===== config.mk =====
export PLATFORM = sky130hd
export DESIGN_NAME = universal_shift_reg
export DESIGN_NICKNAME = d
export VERILOG_FILES = /design/src/rtl/usr_pkg.sv /design/src/rtl/usr_word_counter.sv /design/src/rtl/universal_shift_reg.sv
export SDC_FILE = /design/constraint.sdc
export NUM_CORES = 1
export LEC_CHECK = 0
export CORE_MARGIN = 2
export CORE_UTILIZATION = 49
export DETAILED_ROUTE_END_ITERATION = 16
export PLACE_DENSITY = 0.82
export RECOVER_POWER = 25
export REMOVE_ABC_BUFFERS = 1
export SETUP_SLACK_MARGIN = 0.3
export SYNTH_ARGS = -nofsm -noshare
export SYNTH_HDL_FRONTEND = slang
export SYNTH_HIERARCHICAL = 1
export SYNTH_SLANG_ARGS = --single-unit
export TNS_END_PERCENT = 10

===== constraint.sdc =====
create_clock -name clk -period 2.5 [get_ports clk]
set_input_delay 0.5 -clock clk [delete_from_list [all_inputs] [get_ports clk]]
set_output_delay 0.5 -clock clk [all_outputs]
set_load 0.02 [all_outputs]

===== src/rtl/usr_pkg.sv =====
// Shared mode encoding for the universal shift register.
package usr_pkg;

   localparam int USR_MODE_W = 3;

   typedef enum logic [USR_MODE_W-1:0] {
      USR_HOLD = 3'b000,
      USR_SHL  = 3'b001,
      USR_SHR  = 3'b010,
      USR_LOAD = 3'b011,
      USR_ROL  = 3'b100,
      USR_ROR  = 3'b101
   } usr_mode_e;

endpackage : usr_pkg


===== src/rtl/usr_word_counter.sv =====
// Counts shift steps and pulses word_valid when WIDTH steps complete a word.
module usr_word_counter #(
   parameter int WIDTH = 8
) (
   input  logic clk,
   input  logic reset_n,
   input  logic clear,
   input  logic load,
   input  logic step,
   output logic word_valid
);

   localparam int CNT_W = $clog2(WIDTH + 1);

   logic [CNT_W-1:0] cnt_q, cnt_d;
   logic             valid_q, valid_d;

   always_comb begin
      cnt_d   = cnt_q;
      valid_d = 1'b0;
      if (clear || load) begin
         cnt_d = '0;
      end else if (step) begin
         // Reaching WIDTH is reported and wrapped in the same update.
         if (cnt_q == CNT_W'(WIDTH - 1)) begin
            cnt_d   = '0;
            valid_d = 1'b1;
         end else begin
            cnt_d = cnt_q + 1'b1;
         end
      end
   end

   always_ff @(posedge clk or negedge reset_n) begin
      if (!reset_n) begin
         cnt_q   <= '0;
         valid_q <= 1'b0;
      end else begin
         cnt_q   <= cnt_d;
         valid_q <= valid_d;
      end
   end

   assign word_valid = valid_q;

endmodule : usr_word_counter


===== src/rtl/universal_shift_reg.sv =====
// Universal shift register: hold / shift / load / rotate with word-completion pulse.
// Define USR_ROTATE_EN to enable the ROL/ROR modes (otherwise they act as HOLD).
module universal_shift_reg
   import usr_pkg::*;
#(
   parameter int WIDTH = 8
) (
   input  logic                  clk,
   input  logic                  reset_n,
   input  logic                  clear,
   input  logic [USR_MODE_W-1:0] mode,
   input  logic                  ser_in_r,
   input  logic                  ser_in_l,
   input  logic [WIDTH-1:0]      load_data,
   output logic [WIDTH-1:0]      data_out,
   output logic                  ser_out,
   output logic                  word_valid
);

   logic [WIDTH-1:0] data_q, data_d;
   logic             ser_q, ser_d;
   logic             step;
   logic             load;
   usr_mode_e        mode_e;

   assign mode_e = usr_mode_e'(mode);

   always_comb begin
      data_d = data_q;
      ser_d  = ser_q;
      step   = 1'b0;
      load   = 1'b0;
      case (mode_e)
         USR_SHL: begin
            data_d = {data_q[WIDTH-2:0], ser_in_r};
            ser_d  = data_q[WIDTH-1];
            step   = 1'b1;
         end
         USR_SHR: begin
            data_d = {ser_in_l, data_q[WIDTH-1:1]};
            ser_d  = data_q[0];
            step   = 1'b1;
         end
         USR_LOAD: begin
            data_d = load_data;
            load   = 1'b1;
         end
`ifdef USR_ROTATE_EN
         USR_ROL: begin
            data_d = {data_q[WIDTH-2:0], data_q[WIDTH-1]};
            ser_d  = data_q[WIDTH-1];
            step   = 1'b1;
         end
         USR_ROR: begin
            data_d = {data_q[0], data_q[WIDTH-1:1]};
            ser_d  = data_q[0];
            step   = 1'b1;
         end
`endif
         default: ;
      endcase
   end

   always_ff @(posedge clk or negedge reset_n) begin
      if (!reset_n) begin
         data_q <= '0;
         ser_q  <= 1'b0;
      end else if (clear) begin
         data_q <= '0;
         ser_q  <= 1'b0;
      end else begin
         data_q <= data_d;
         ser_q  <= ser_d;
      end
   end

   usr_word_counter #(
      .WIDTH(WIDTH)
   ) u_word_counter (
      .clk       (clk),
      .reset_n   (reset_n),
      .clear     (clear),
      .load      (load),
      .step      (step),
      .word_valid(word_valid)
   );

   assign data_out = data_q;
   assign ser_out  = ser_q;

endmodule : universal_shift_reg


==> metrics list <==
* Warnings, synthesis: 6
- In the global route stage, met1 resource usage came out at 0.287.
- Clock tree from TritonCTS: yes
- Power share of the combinational group: 0.227
* Proportion of synthesized flip-flops having asynchronous set or reset: 1.00
- The floorplan step set the die width to 46.5 um.
- The count of buffers added on input and output ports is 25.
- Of the total power, the clock network draws 0.312.
* Syn Area/Cell: 10.0 sq um
* Antenna cell count: 0
- At the end of the flow the core is filled with cells to 0.692.
- Together, buffers and inverters on the worst path number 1.
- Clock root buffer: clkbuf_4
- Across the run, the number of max-cap violations was 0.
* Global placement routability congestion: between 0.7 and 0.8
- Worst-path cell with the longest stage delay: clkdlybuf4s50_1
* Total negative slack for setup checks: 0 ns
* Initial Util: 0.517
- The floorplan has 15 rows.
- The first global-routing pass estimated 3190 um of wire.
- Counting distinct cell types in the post-synthesis netlist gives 34.
* Number of DRC markers after the initial detailed-route iteration: 27
* Post-route clock period utilization: 0.735
- Gate count after technology mapping: 88
- Area delta synth->final: 33.7%
* RSZ-0062 raised after global routing: false
- Path class of the lowest-slack min-delay path: register to register
- Most Crowded Layer GR: met2
- Measured against its own limit, the worst slew margin works out to 0.557.
- In the layout the commonest cells are 24 x clkdlybuf4s50_1, 14 x dfrtp_1, 12 x nor2_1.
- Data on the critical path arrives at its endpoint at between 1 and 1.5 ns.
- Number of cells on the worst hold path: 1
- CTS saw 14 sinks.
- STA classifies the critical path endpoint as an output port.
* Leakage power total: about 0.48 nW
* Routed via count divided by cell count: between 5 and 6
- Power density over the cells: about 450 nW/um^2
- Number of failing hold endpoints at the final stage: 0
- Maximum clock frequency: 544 MHz
- Worst flop-to-flop path endpoint: u_word_counter/cnt_q[3]$_DFFE_PN0P_
* Number of remaining DRC errors: 0
- Int Pwr: between 0.3 and 0.4 mW
- No sink is reached through more buffers than the 2 on the longest clock path.
- The number of antenna violations at the first check in global routing came to 0.
* Endpoint of the worst hold path: ser_out$_DFFE_PN0P_
- The flow ran to the end, and the final reports show no timing, DRC or antenna violations.
- Along the worst path, the maximum fanout reaches 4.
- The clock period could shrink to 1.84 ns.
- Traced cell by cell, the critical path runs through clkdlybuf4s50_1.
* Switching power total: between 0.1 and 0.15 mW
- In this run the most critical hold path is launched from ser_out$_DFFE_PN0P_.
- Setup slack on the worst reg-to-reg path comes out at 1.31 ns.
- Setup repair bufs after CTS: 0
- STA classifies the critical path startpoint as a register.
* Data required, critical path: around 2 ns
- Via count of the first global-routing pass: around 710
- Final setup violating endpoints: 0
- Of the cells placed in the final design, the portion with a size suffix greater than 1 is 0.155.
* Final slew viol count: 0
* Startpoint of the worst-slack reg-to-reg timing path: u_word_counter/cnt_q[0]$_DFFE_PN0P_
- At the pin with the least slew margin, the transition time is approximately 0.66 ns.
- After clock tree synthesis, the flow added hold-fix buffers numbering 0.
* Residual overflow from global routing: 0
- In the final design database the tool counted 134 nets.
- Worst path max stage delay: around 0.63 ns
* Clock Skews: 0.00453 ns
- The die covers approximately 2200 sq um.
- Worst R2R Path Depth: 3
- Mapped Area: ~880 sq um
- Of the total power, the share spent switching nets is 0.275.
- Met2 global-route usage: 0.344
- Worst slack, placed: roughly 0.5 ns
- Post-DP HPWL: 1410 um
* EDFF count, synth: 0
* Initial DRT Pass Iterations: 4
* Share of synthesized area occupied by flip-flops and latches: 0.397
- VDD sags by at most approximately 290 uV.
* Die Ht: about 46 um
- Via count: roughly 780
- GR Util All Layers: 0.210
- H-tree depth: 1
- Number of synthesized register bits: 14
- Clk_lat worst skew: around 0.28 ns
- Io pins: 26
* Pin count of the biggest net entering global routing: 15
* Post-synth top flop: dfrtp_1
- Clock-pin slew was measured on the worst setup and hold paths at 0.09 ns.
* Number of CTS-inserted buffers: 3
- By startpoint and endpoint, the worst setup path is classified as register to output port.
* GR Layer Usage met3: 0.0353
* Share of total power in sequential cells: 0.461
* WL per Instance: approximately 14 um
- The region available for standard cell placement spans approximately 1700 sq um.
* Number of resized instances in the post-cts repair step: 0
- Worst setup margin: around 0.66 ns
- Once detail routing completed, the nets flagged for antenna violations numbered 0.
- The library cell used most frequently in the layout, excluding fill and tap cells, is clkdlybuf4s50_1.
- Final WL: between 1500 and 2000 um
- Broken down by cell family, the worst path's largest delay share belongs to buffers and inverters.
[cell type report]
| type | instances | area [sq um] |
|---|---|---|
| flip-flops and latches | 14 | 350 |
| multi-input cells | 68 | 475 |
| clock buffers | 4 | 36.3 |
| well taps | 25 | 31.3 |
| fillers | 132 | 527 |
| repair buffers | 30 | 288 |
[through the flow]
| step | cell area (sq um) | total power [mW] | instances | hold WS (ns) |
|---|---|---|---|---|
| floorplan | 826 | 0.302 | 82 | 0.204 |
| global placement | 1140 | 0.370 | 137 | 0.476 |
| detailed placement | 1140 | 0.372 | 137 | 0.479 |
| CTS | 1180 | 0.538 | 141 | 0.500 |
| global route | 1180 | 0.558 | 141 | 0.511 |
| finish | 1180 | 0.534 | 141 | 0.492 |
[logic make-up (layout without fill, tap and decap cells)]
kind of cell	count (synthesis)	after routing	synth area share
xor gates and xnor gates	2	2	0.0198
DFF	14	14	0.397
buffers and inverters	6	34	0.0651
AOI/OAI and AO/OA	22	22	0.214
and+or+nand+nor	41	41	0.266
muxes	2	2	0.0241
adders and majority gates	1	1	0.0142
[cells in the mapped netlist, drive strengths merged, types with 2 or more instances]
| library cell | n | area, sq um |
|---|---|---|
| and2b | 3 | 22.5 |
| nor2 | 13 | 51.3 |
| o32ai | 8 | 77.6 |
| dfrtp | 14 | 350 |
| xnor2 | 2 | 17.5 |
| buf | 6 | 57.5 |
| nand2 | 8 | 30.0 |
| nor2b | 6 | 37.5 |
| a211oi | 9 | 72.6 |
[worst max path at each step]
stage,start,end,depth (start not counted)
floorplan,mode[1],u_word_counter/cnt_q[3]$_DFFE_PN0P_,4
global route,data_out[7]$_DFFE_PN0P_,data_out[7],1
detailed placement,mode[1],u_word_counter/cnt_q[0]$_DFFE_PN0P_,5
global placement,mode[1],u_word_counter/cnt_q[0]$_DFFE_PN0P_,5
finish,data_out[7]$_DFFE_PN0P_,data_out[7],1
CTS,data_out[7]$_DFFE_PN0P_,data_out[7],1
[layer usage]
metal  share of wire  up-vias  wire length (um)
met5               0        -                 0
met4          0.0052        0                10
met3           0.041        2                80
met2            0.52       24              1010
met1            0.43      376               839
li1                -      382                 -
[power by group through the flow]
stage	clock (mW)	sequential (mW)	combinational (mW)
floorplan	0	0.258	0.0448
global placement	0	0.250	0.120
detailed placement	0	0.251	0.121
CTS	0.170	0.246	0.122
global route	0.178	0.248	0.132
finish	0.167	0.246	0.121
[flip-flops by register name (all words and copies together) (netlist names)]
signal,flops
u_word_counter/cnt_q,4
ser_out,1
u_word_counter/word_valid,1
data_out,8
Note: power is estimated with default switching activity, not from simulation.
